[config.mk]
export PLATFORM = sky130hd
export DESIGN_NAME = m68k_region_decoder
export DESIGN_NICKNAME = d
export VERILOG_FILES = /design/src/rtl/m68k_region_decoder.sv
export SDC_FILE = /design/constraint.sdc
export NUM_CORES = 2
export LEC_CHECK = 0
export CORE_MARGIN = 2
export CORE_UTILIZATION = 29
export CTS_CLUSTER_SIZE = 16
export DETAILED_ROUTE_END_ITERATION = 7
export PLACE_DENSITY = 0.46
export SYNTH_ARGS = -nofsm -noshare
export SYNTH_HDL_FRONTEND = slang
export SYNTH_SLANG_ARGS = --single-unit
[constraint.sdc]
create_clock -name clk -period 9.06 [get_ports clk]
set_clock_uncertainty 0.1 [all_clocks]
set_input_delay 1.812 -clock clk [delete_from_list [all_inputs] [get_ports clk]]
set_output_delay 1.812 -clock clk [all_outputs]
set_load 0.02 [all_outputs]
[src/rtl/m68k_region_decoder.sv]
// Runtime-programmable 68K address decoder: base/mask region table, one-hot chip
// selects, per-region DTACK wait states and a bus-error timeout for unmapped cycles.
module m68k_region_decoder #(
  parameter int NUM_REGIONS = 16,
  parameter int ADDR_W      = 24,
  parameter int WAIT_W      = 4,
  parameter int TIMEOUT     = 64
) (
  input  logic                           clk,
  input  logic                           reset_n,
  input  logic                           cfg_we,
  input  logic [$clog2(NUM_REGIONS)-1:0] cfg_idx,
  input  logic                           cfg_en,
  input  logic [ADDR_W-1:0]              cfg_base,
  input  logic [ADDR_W-1:0]              cfg_mask,
  input  logic [WAIT_W-1:0]              cfg_wait,
  input  logic [1:0]                     cfg_rw_en,
  input  logic [ADDR_W-1:0]              bus_a,
  input  logic                           bus_as_n,
  input  logic                           bus_rw,
  output logic [NUM_REGIONS-1:0]         cs,
  output logic [$clog2(NUM_REGIONS)-1:0] hit_idx,
  output logic                           dtack_n,
  output logic                           berr_n,
  output logic                           busy
);

  localparam int IDX_W = $clog2(NUM_REGIONS);
  localparam int TO_W  = $clog2(TIMEOUT);
  localparam int CNT_W = (WAIT_W > TO_W) ? WAIT_W : TO_W;

  typedef enum logic [1:0] {IDLE, WAIT, ACK, ERR} state_t;

  logic              en_q   [NUM_REGIONS];
  logic [ADDR_W-1:0] base_q [NUM_REGIONS];
  logic [ADDR_W-1:0] mask_q [NUM_REGIONS];
  logic [WAIT_W-1:0] wait_q [NUM_REGIONS];
  logic [1:0]        rwen_q [NUM_REGIONS];

  state_t                 state_q, state_d;
  logic [NUM_REGIONS-1:0] cs_q, cs_d;
  logic [IDX_W-1:0]       hit_idx_q, hit_idx_d;
  logic                   dtack_n_q, dtack_n_d;
  logic                   berr_n_q, berr_n_d;
  logic                   busy_q, busy_d;
  logic                   miss_q, miss_d;
  logic [CNT_W-1:0]       cnt_q, cnt_d;

  logic                   match_found;
  logic [IDX_W-1:0]       match_idx;

  always_ff @(posedge clk or negedge reset_n) begin
    if (!reset_n) begin
      for (int i = 0; i < NUM_REGIONS; i++) begin
        en_q[i]   <= 1'b0;
        base_q[i] <= '0;
        mask_q[i] <= '0;
        wait_q[i] <= '0;
        rwen_q[i] <= '0;
      end
    end else if (cfg_we) begin
      en_q[cfg_idx]   <= cfg_en;
      base_q[cfg_idx] <= cfg_base;
      mask_q[cfg_idx] <= cfg_mask;
      wait_q[cfg_idx] <= cfg_wait;
      rwen_q[cfg_idx] <= cfg_rw_en;
    end
  end

  // Descending scan so the lowest matching index is the one left standing.
  always_comb begin
    match_found = 1'b0;
    match_idx   = '0;
    for (int i = NUM_REGIONS - 1; i >= 0; i--) begin
      if (en_q[i] && (((bus_a ^ base_q[i]) & mask_q[i]) == '0) &&
          rwen_q[i][bus_rw ? 1'b0 : 1'b1]) begin
        match_found = 1'b1;
        match_idx   = IDX_W'(i);
      end
    end
  end

  always_ff @(posedge clk or negedge reset_n) begin
    if (!reset_n) begin
      state_q   <= IDLE;
      cs_q      <= '0;
      hit_idx_q <= '0;
      dtack_n_q <= 1'b1;
      berr_n_q  <= 1'b1;
      busy_q    <= 1'b0;
      miss_q    <= 1'b0;
      cnt_q     <= '0;
    end else begin
      state_q   <= state_d;
      cs_q      <= cs_d;
      hit_idx_q <= hit_idx_d;
      dtack_n_q <= dtack_n_d;
      berr_n_q  <= berr_n_d;
      busy_q    <= busy_d;
      miss_q    <= miss_d;
      cnt_q     <= cnt_d;
    end
  end

  always_comb begin
    state_d   = state_q;
    cs_d      = cs_q;
    hit_idx_d = hit_idx_q;
    dtack_n_d = dtack_n_q;
    berr_n_d  = berr_n_q;
    busy_d    = busy_q;
    miss_d    = miss_q;
    cnt_d     = cnt_q;
    case (state_q)
      IDLE: begin
        if (!bus_as_n) begin
          busy_d = 1'b1;
          if (match_found) begin
            cs_d      = NUM_REGIONS'(1) << match_idx;
            hit_idx_d = match_idx;
            miss_d    = 1'b0;
            if (wait_q[match_idx] == '0) begin
              state_d   = ACK;
              dtack_n_d = 1'b0;
            end else begin
              state_d = WAIT;
              cnt_d   = CNT_W'(wait_q[match_idx]);
            end
          end else begin
            cs_d      = '0;
            hit_idx_d = '0;
            miss_d    = 1'b1;
            state_d   = WAIT;
            cnt_d     = CNT_W'(TIMEOUT - 1);
          end
        end
      end
      WAIT: begin
        // An early AS release aborts quietly: no DTACK and no BERR.
        if (bus_as_n) begin
          state_d = IDLE;
          cs_d    = '0;
          busy_d  = 1'b0;
        end else if (cnt_q == CNT_W'(1)) begin
          if (miss_q) begin
            state_d  = ERR;
            berr_n_d = 1'b0;
          end else begin
            state_d   = ACK;
            dtack_n_d = 1'b0;
          end
        end else begin
          cnt_d = cnt_q - CNT_W'(1);
        end
      end
      ACK, ERR: begin
        if (bus_as_n) begin
          state_d   = IDLE;
          cs_d      = '0;
          dtack_n_d = 1'b1;
          berr_n_d  = 1'b1;
          busy_d    = 1'b0;
        end
      end
      default: state_d = IDLE;
    endcase
  end

  assign cs      = cs_q;
  assign hit_idx = hit_idx_q;
  assign dtack_n = dtack_n_q;
  assign berr_n  = berr_n_q;
  assign busy    = busy_q;

endmodule

== Yosys cells after proc, flatten, opt, wreduce, memory -nomap -nowiden ==
Index checks and enable logic that the tools add are counted.

* Register bits: 912
* Input port bits: 88
* Output and inout bits: 23
* Logic and storage cells: 322

* $add $sub $neg: 1
* $lt $le $gt $ge: 4
* Equal/unequal tests: 16
* Shift-type cells: 1
* Muxes and demuxes: 116
* Bitwise operators: 35
* Reductions and logical operators: 61

{| class="wikitable"
|+ Operators with widths
! operator !! count
|-
| 384-bit bitwise mux || 2
|-
| 24-bit AND || 16
|-
| 24-bit logical NOT || 16
|-
| 24-bit bitwise XOR || 16
|-
| 24-bit demux with 4-bit select || 1
|-
| 4-bit 2-to-1 mux || 20
|-
| 64-bit bitwise mux || 1
|-
| 1-bit 2-to-1 mux || 64
|-
| 16-bit 2-to-1 mux || 3
|-
| 1-bit logical AND || 33
|-
| 32-bit bitwise mux || 1
|-
| 16-bit one-hot mux with 2 select lines || 1
|-
| 6-bit 2-to-1 mux || 5
|-
| 24-bit 2-to-1 mux || 1
|-
| 2-bit != test, second input constant || 9
|-
| 4-bit binary-select mux with 4-bit select || 1
|-
| 16-bit bitwise mux || 1
|-
| 4-bit demux with 4-bit select || 1
|-
| 1-bit by 4-bit << shifter with 16-bit output, first input constant || 1
|-
| 2-bit 2-to-1 mux || 7
|-
| 6-bit one-hot mux with 2 select lines || 1
|-
| 5-bit greater-or-equal comparator, second input constant || 2
|-
| 4-bit NOT with 5-bit output || 2
|-
| 5-bit AND reduction || 2
|-
| 22 further kinds || 27
|}

== Depth between registers and ports, before layout ==
* Depth in word-level cells: 30
* Depth in mapped cells: 18
* Gate-level depth less buffers: 14

== Least setup slack after synthesis ==
OpenSTA, ideal clock, no wires.

* Path type: input to register
* Start: input bus_a[22]
* End: register cnt_q[1]
* Library setup time: 0.079 ns
* Arrival: 4.965 ns
* Required time: 8.881 ns
* Setup slack: 3.915 ns
* Cell stages on the path: 15
* Path buffers: 2
* Cells stage by stage: buf_2 -> xor2_1 -> a22oi_1 -> nand3_1 -> or4_1 -> a41o_1 -> a21o_1 -> a21oi_4 -> buf_8 -> mux2_2 -> o211ai_2 -> o31ai_2 -> a32o_2 -> a21oi_2 -> mux2i_1

* Word-level cells in the longest chain between the ends: 29
* Elaborated cells on any way between the ends: 123
* Those cells by class: 1 x eq/ne; 39 x mux; 33 x bitwise; 50 x reduce/logical

{| class="wikitable"
|+ Ends and longest elaborated chain
! element !! RTL line !! text
|-
| start: declaration || 18 || <nowiki>input logic [ADDR_W-1:0] bus_a,</nowiki>
|-
| 24-bit bitwise XOR || 75 || <nowiki>if (en_q[i] && (((bus_a ^ base_q[i]) & mask_q[i]) == '0) &&</nowiki>
|-
| 24-bit AND || 75 ||
|-
| 24-bit logical NOT || 75 ||
|-
| 1-bit logical AND (2 in series) || 75 ||
|-
| 4-bit 2-to-1 mux (16 in series) || 75 ||
|-
| 4-bit NOT with 5-bit output (not written as such) || 122, 127 ||
|-
| 4-bit binary-select mux with 4-bit select || 122, 127 ||
|-
| 4-bit 2-to-1 mux (not written as such) (2 in series) || 122, 127 ||
|-
| 6-bit 2-to-1 mux || 122 || <nowiki>if (wait_q[match_idx] == '0) begin</nowiki>
|-
| 6-bit 2-to-1 mux || 118 || <nowiki>if (match_found) begin</nowiki>
|-
| 6-bit 2-to-1 mux || 116 || <nowiki>if (!bus_as_n) begin</nowiki>
|-
| 6-bit one-hot mux with 2 select lines || 114 || <nowiki>case (state_q)</nowiki>
|-
| end signal: assignment || 101 || <nowiki>cnt_q <= cnt_d;</nowiki>
|-
| end: declaration || 47 || <nowiki>logic [CNT_W-1:0] cnt_q, cnt_d;</nowiki>
|}

Parallel ways exist; a longest one is shown, timed or not. The select of a mux whose other input is x is not followed.
A chain may end at the register's enable or synchronous reset.

== Worst setup path in the final report ==
* Start: input bus_a[2]
* End: register cnt_q[2]

Same word-level chain as after synthesis.

==> results.md <==
* Vias in the first global route at 25,200
* Tot GR Track Use at 18.1%
* Pwr Total at 12.3 mW
* Core region area at 0.141 mm^2
* Post-Syn Instances at 3,013
* DRC violations left at 0
* Setup TNS at 0 ns
* Die area at 0.146 mm^2
* CP Max Fanout at 14
* Share of layout cells above drive strength 1 at 36.6%
* First-pass GRT wire length at 191 mm
* DR iter-0 viols at 1,542
* Unrepaired setup endpoints after global routing: false
* Period utilisation layout at 77.2%
* Area growth from synthesis to layout at 16.0%
* Die Ht at 381 um
* Mapped Nets at 3,103
* Yosys cell types at 81
* Starting Density at 29.2%
* Fmax at 0.143 GHz
* Hold-fix buffers, CTS at 0
* Port Buf Inserts at 110
* Clock tree sinks at 912
* Max-Slew Margin vs Limit at 17.1%
* Crit path capture type: register
* Delay-heaviest family, CP: compound AO/OA/AOI/OAI gates
* Worst path max stage delay at 1.03 ns
* Synth top area cells: dfrtp_1 55%, mux2_2 24%, xor2_1 8.2%
* CP Class: primary input to register
* Critical Path RT at 9.57 ns
* Status: completed
* Top_reg_cell synth: dfrtp_1
* Power density cells at 257 mW/mm^2
* Post-synth top area share at 55.1%
* Startpoint Class: primary input
* Chip width at 381 um
* Wirelength per Cell at 26.1 um
* Crit. Startpoint: bus_a[2]
* Vias per cell at 4.90
* Hold Crit Start: hit_idx[2]
* Syn Area/Cell at 13.7 um^2
* Worst hold slack at 0.401 ns
* Slew Viols, Final at 0
* FF-to-FF Start: base_q[210]
* Final cell count without fillers at 5,052
* Sequential area share after synthesis at 55.2%
* Worst path bufs/invs at 3
* Fin nets at 3,169
* Final wirelength at 132 mm
* Reg clk slew, reported paths at 0.06 ns
* Leak Pwr at 20.7 nW
* Root Buffer: clkbuf_16
* I/O Pins at 111
* Row count at 138
* Critical path's slowest cell: clkdlybuf4s50_1
* Synth area leader: dfrtp_1
* Bufs on Longest Clock Path at 3
* CTS tree: done
* Hold WC Path Type: register to register
* Htree depth at 3
* Pre-antenna DRT Iters at 7
* Yosys warns at 0
* Post-DP HPWL at 86.5 mm
* Crit path DAT at 7.51 ns
* Asr flop ratio synth at 100%
* Via count at 24,800
* Tightest Pin Transition at 1.24 ns
* Final hold viol count at 0
* Post-cts sizing count at 0
* Placed insts at 4,867
* Routed Antenna Nets at 0
* Antenna violations before repair at 16
* Max_cap viols at 0
* Top cells by count, synth: 910 x dfrtp_1, 876 x mux2_2, 385 x xor2_1
* Top cell by count, worst path: buf_4
* Post-synth EDFFs at 0
* Clk Latency, worst-skew pair at 0.70 ns
* Yosys reg bits at 912
* Final setup fails at 0
* Final GP Congestion at 0.811
* Mapped Area at 0.0413 mm^2
* TritonCTS Buffers at 100
* Most frequent cell after synthesis: dfrtp_1
* Setup Buffers After CTS at 0
* Pin count of the biggest net entering global routing at 145
* Grt ovf at 0
* Peak VDD IR at 136 uV
* Final core occ at 33.9%
* Worst-path cell chain: clkdlybuf4s50_1 -> buf_4 -> xor2_1 -> a22oi_1 -> nand4_1 -> or4_4 -> a41o_1 -> a21o_1 -> a21oi_4 -> buf_4 -> mux2_2 -> a221o_1 -> a21oi_1 -> a32o_2 -> nand2_2 -> o211ai_1
* Final worst path period need at 7.00 ns
[cell usage in the layout, fill, tap and decap left out, drive strengths merged, types with 9 or more instances in the layout]
cell type | Yosys | final
dfrtp | 910 | 910
mux2 | 878 | 878
xor2 | 385 | 385
a22oi | 164 | 164
clkbuf | 147 | 145
clkdlybuf4s50 | 0 | 108
buf | 69 | 71
nand2 | 63 | 63
nand4 | 48 | 48
inv | 35 | 39
nor2 | 37 | 37
mux2i | 30 | 30
o21ai | 23 | 23
a21oi | 23 | 23
nand3 | 22 | 22
a22o | 21 | 21
clkinv | 1 | 20
a211oi | 14 | 14
bufinv | 0 | 12
a221oi | 11 | 11
nor4 | 11 | 11
a222oi | 9 | 9
nor2b | 9 | 9
[sequential cells by signal, indices dropped and copies added (netlist names)]
name	cells
base_q	384
mask_q	384
wait_q	64
rwen_q	32
cs	16
en_q	16
cnt_q	6
hit_idx	4
state_q	2
berr_n	1
busy	1
dtack_n	1
miss_q	1
[worst min-delay path: stages (launching register included)]
cell and delay, ns:
dfrtp_1 0.35, nand2_1 0.05, o21ai_0 0.06
[final timing paths]
kind	slack, ns	cells past startpoint	endpoint
hold reg to reg	0.40	2	hit_idx[2]
hold / removal	0.40	2	hit_idx[2]
min in group asynchronous	1.04	1	state_q[1]
setup reg to reg	4.13	14	cnt_q[2]
max in group asynchronous	5.84	3	mask_q[318]
setup / recovery	2.06	16	cnt_q[2]
[kinds of logic (layout without fill, tap and decap cells)]
logic type               Yosys count  after routing  share of synthesized area, %
other                              0              3                             0
AND/OR/NAND/NOR                  241            241                          3.14
multiplexers                     908            908                          24.7
flip-flops                       912            912                          55.2
adder cells (fa/ha/maj)            3              3                        0.0848
XOR/XNOR                         386            386                          8.18
buffers and inverters            252            398                          2.86
AO/OA/AOI/OAI                    311            311                          5.83
[stage by stage]
stage | area, um^2 | setup WS (ns)
6_report | 47900 | 2.06
5_1_grt | 47900 | 1.79
4_1_cts | 47900 | 2.08
3_5_place_dp | 44500 | 1.33
3_3_place_gp | 44500 | 1.31
2_1_floorplan | 41300 | 3.92
[per-layer routing]
| metal | global-route usage (%) | up-vias | share of wire [%] |
|---|---|---|---|
| li1 | - | 10900 | - |
| met1 | 26.3 | 13300 | 48 |
| met2 | 28.5 | 407 | 46 |
| met3 | 2.49 | 171 | 3.4 |
| met4 | 4.11 | 6 | 2.2 |
| met5 | 0 | - | 0.032 |
[area by class of cell]
class | instances | area, um^2
Antenna cell | 3 | 7.51
Clock buffer | 144 | 2930
Clock inverter | 38 | 539
Fill cell | 13900 | 93500
Inverter | 36 | 135
Multi-Input combinational cell | 1849 | 17400
Sequential cell | 912 | 22800
Tap cell | 1890 | 2360
Timing Repair Buffer | 180 | 1690
[report_power, final]
group	internal [mW]	switching, mW
clock network	2.58	1.76
registers	5.00	0.546
logic	1.17	1.25
total	8.76	3.55
No activity file was read; power rests on OpenSTA's default activity.
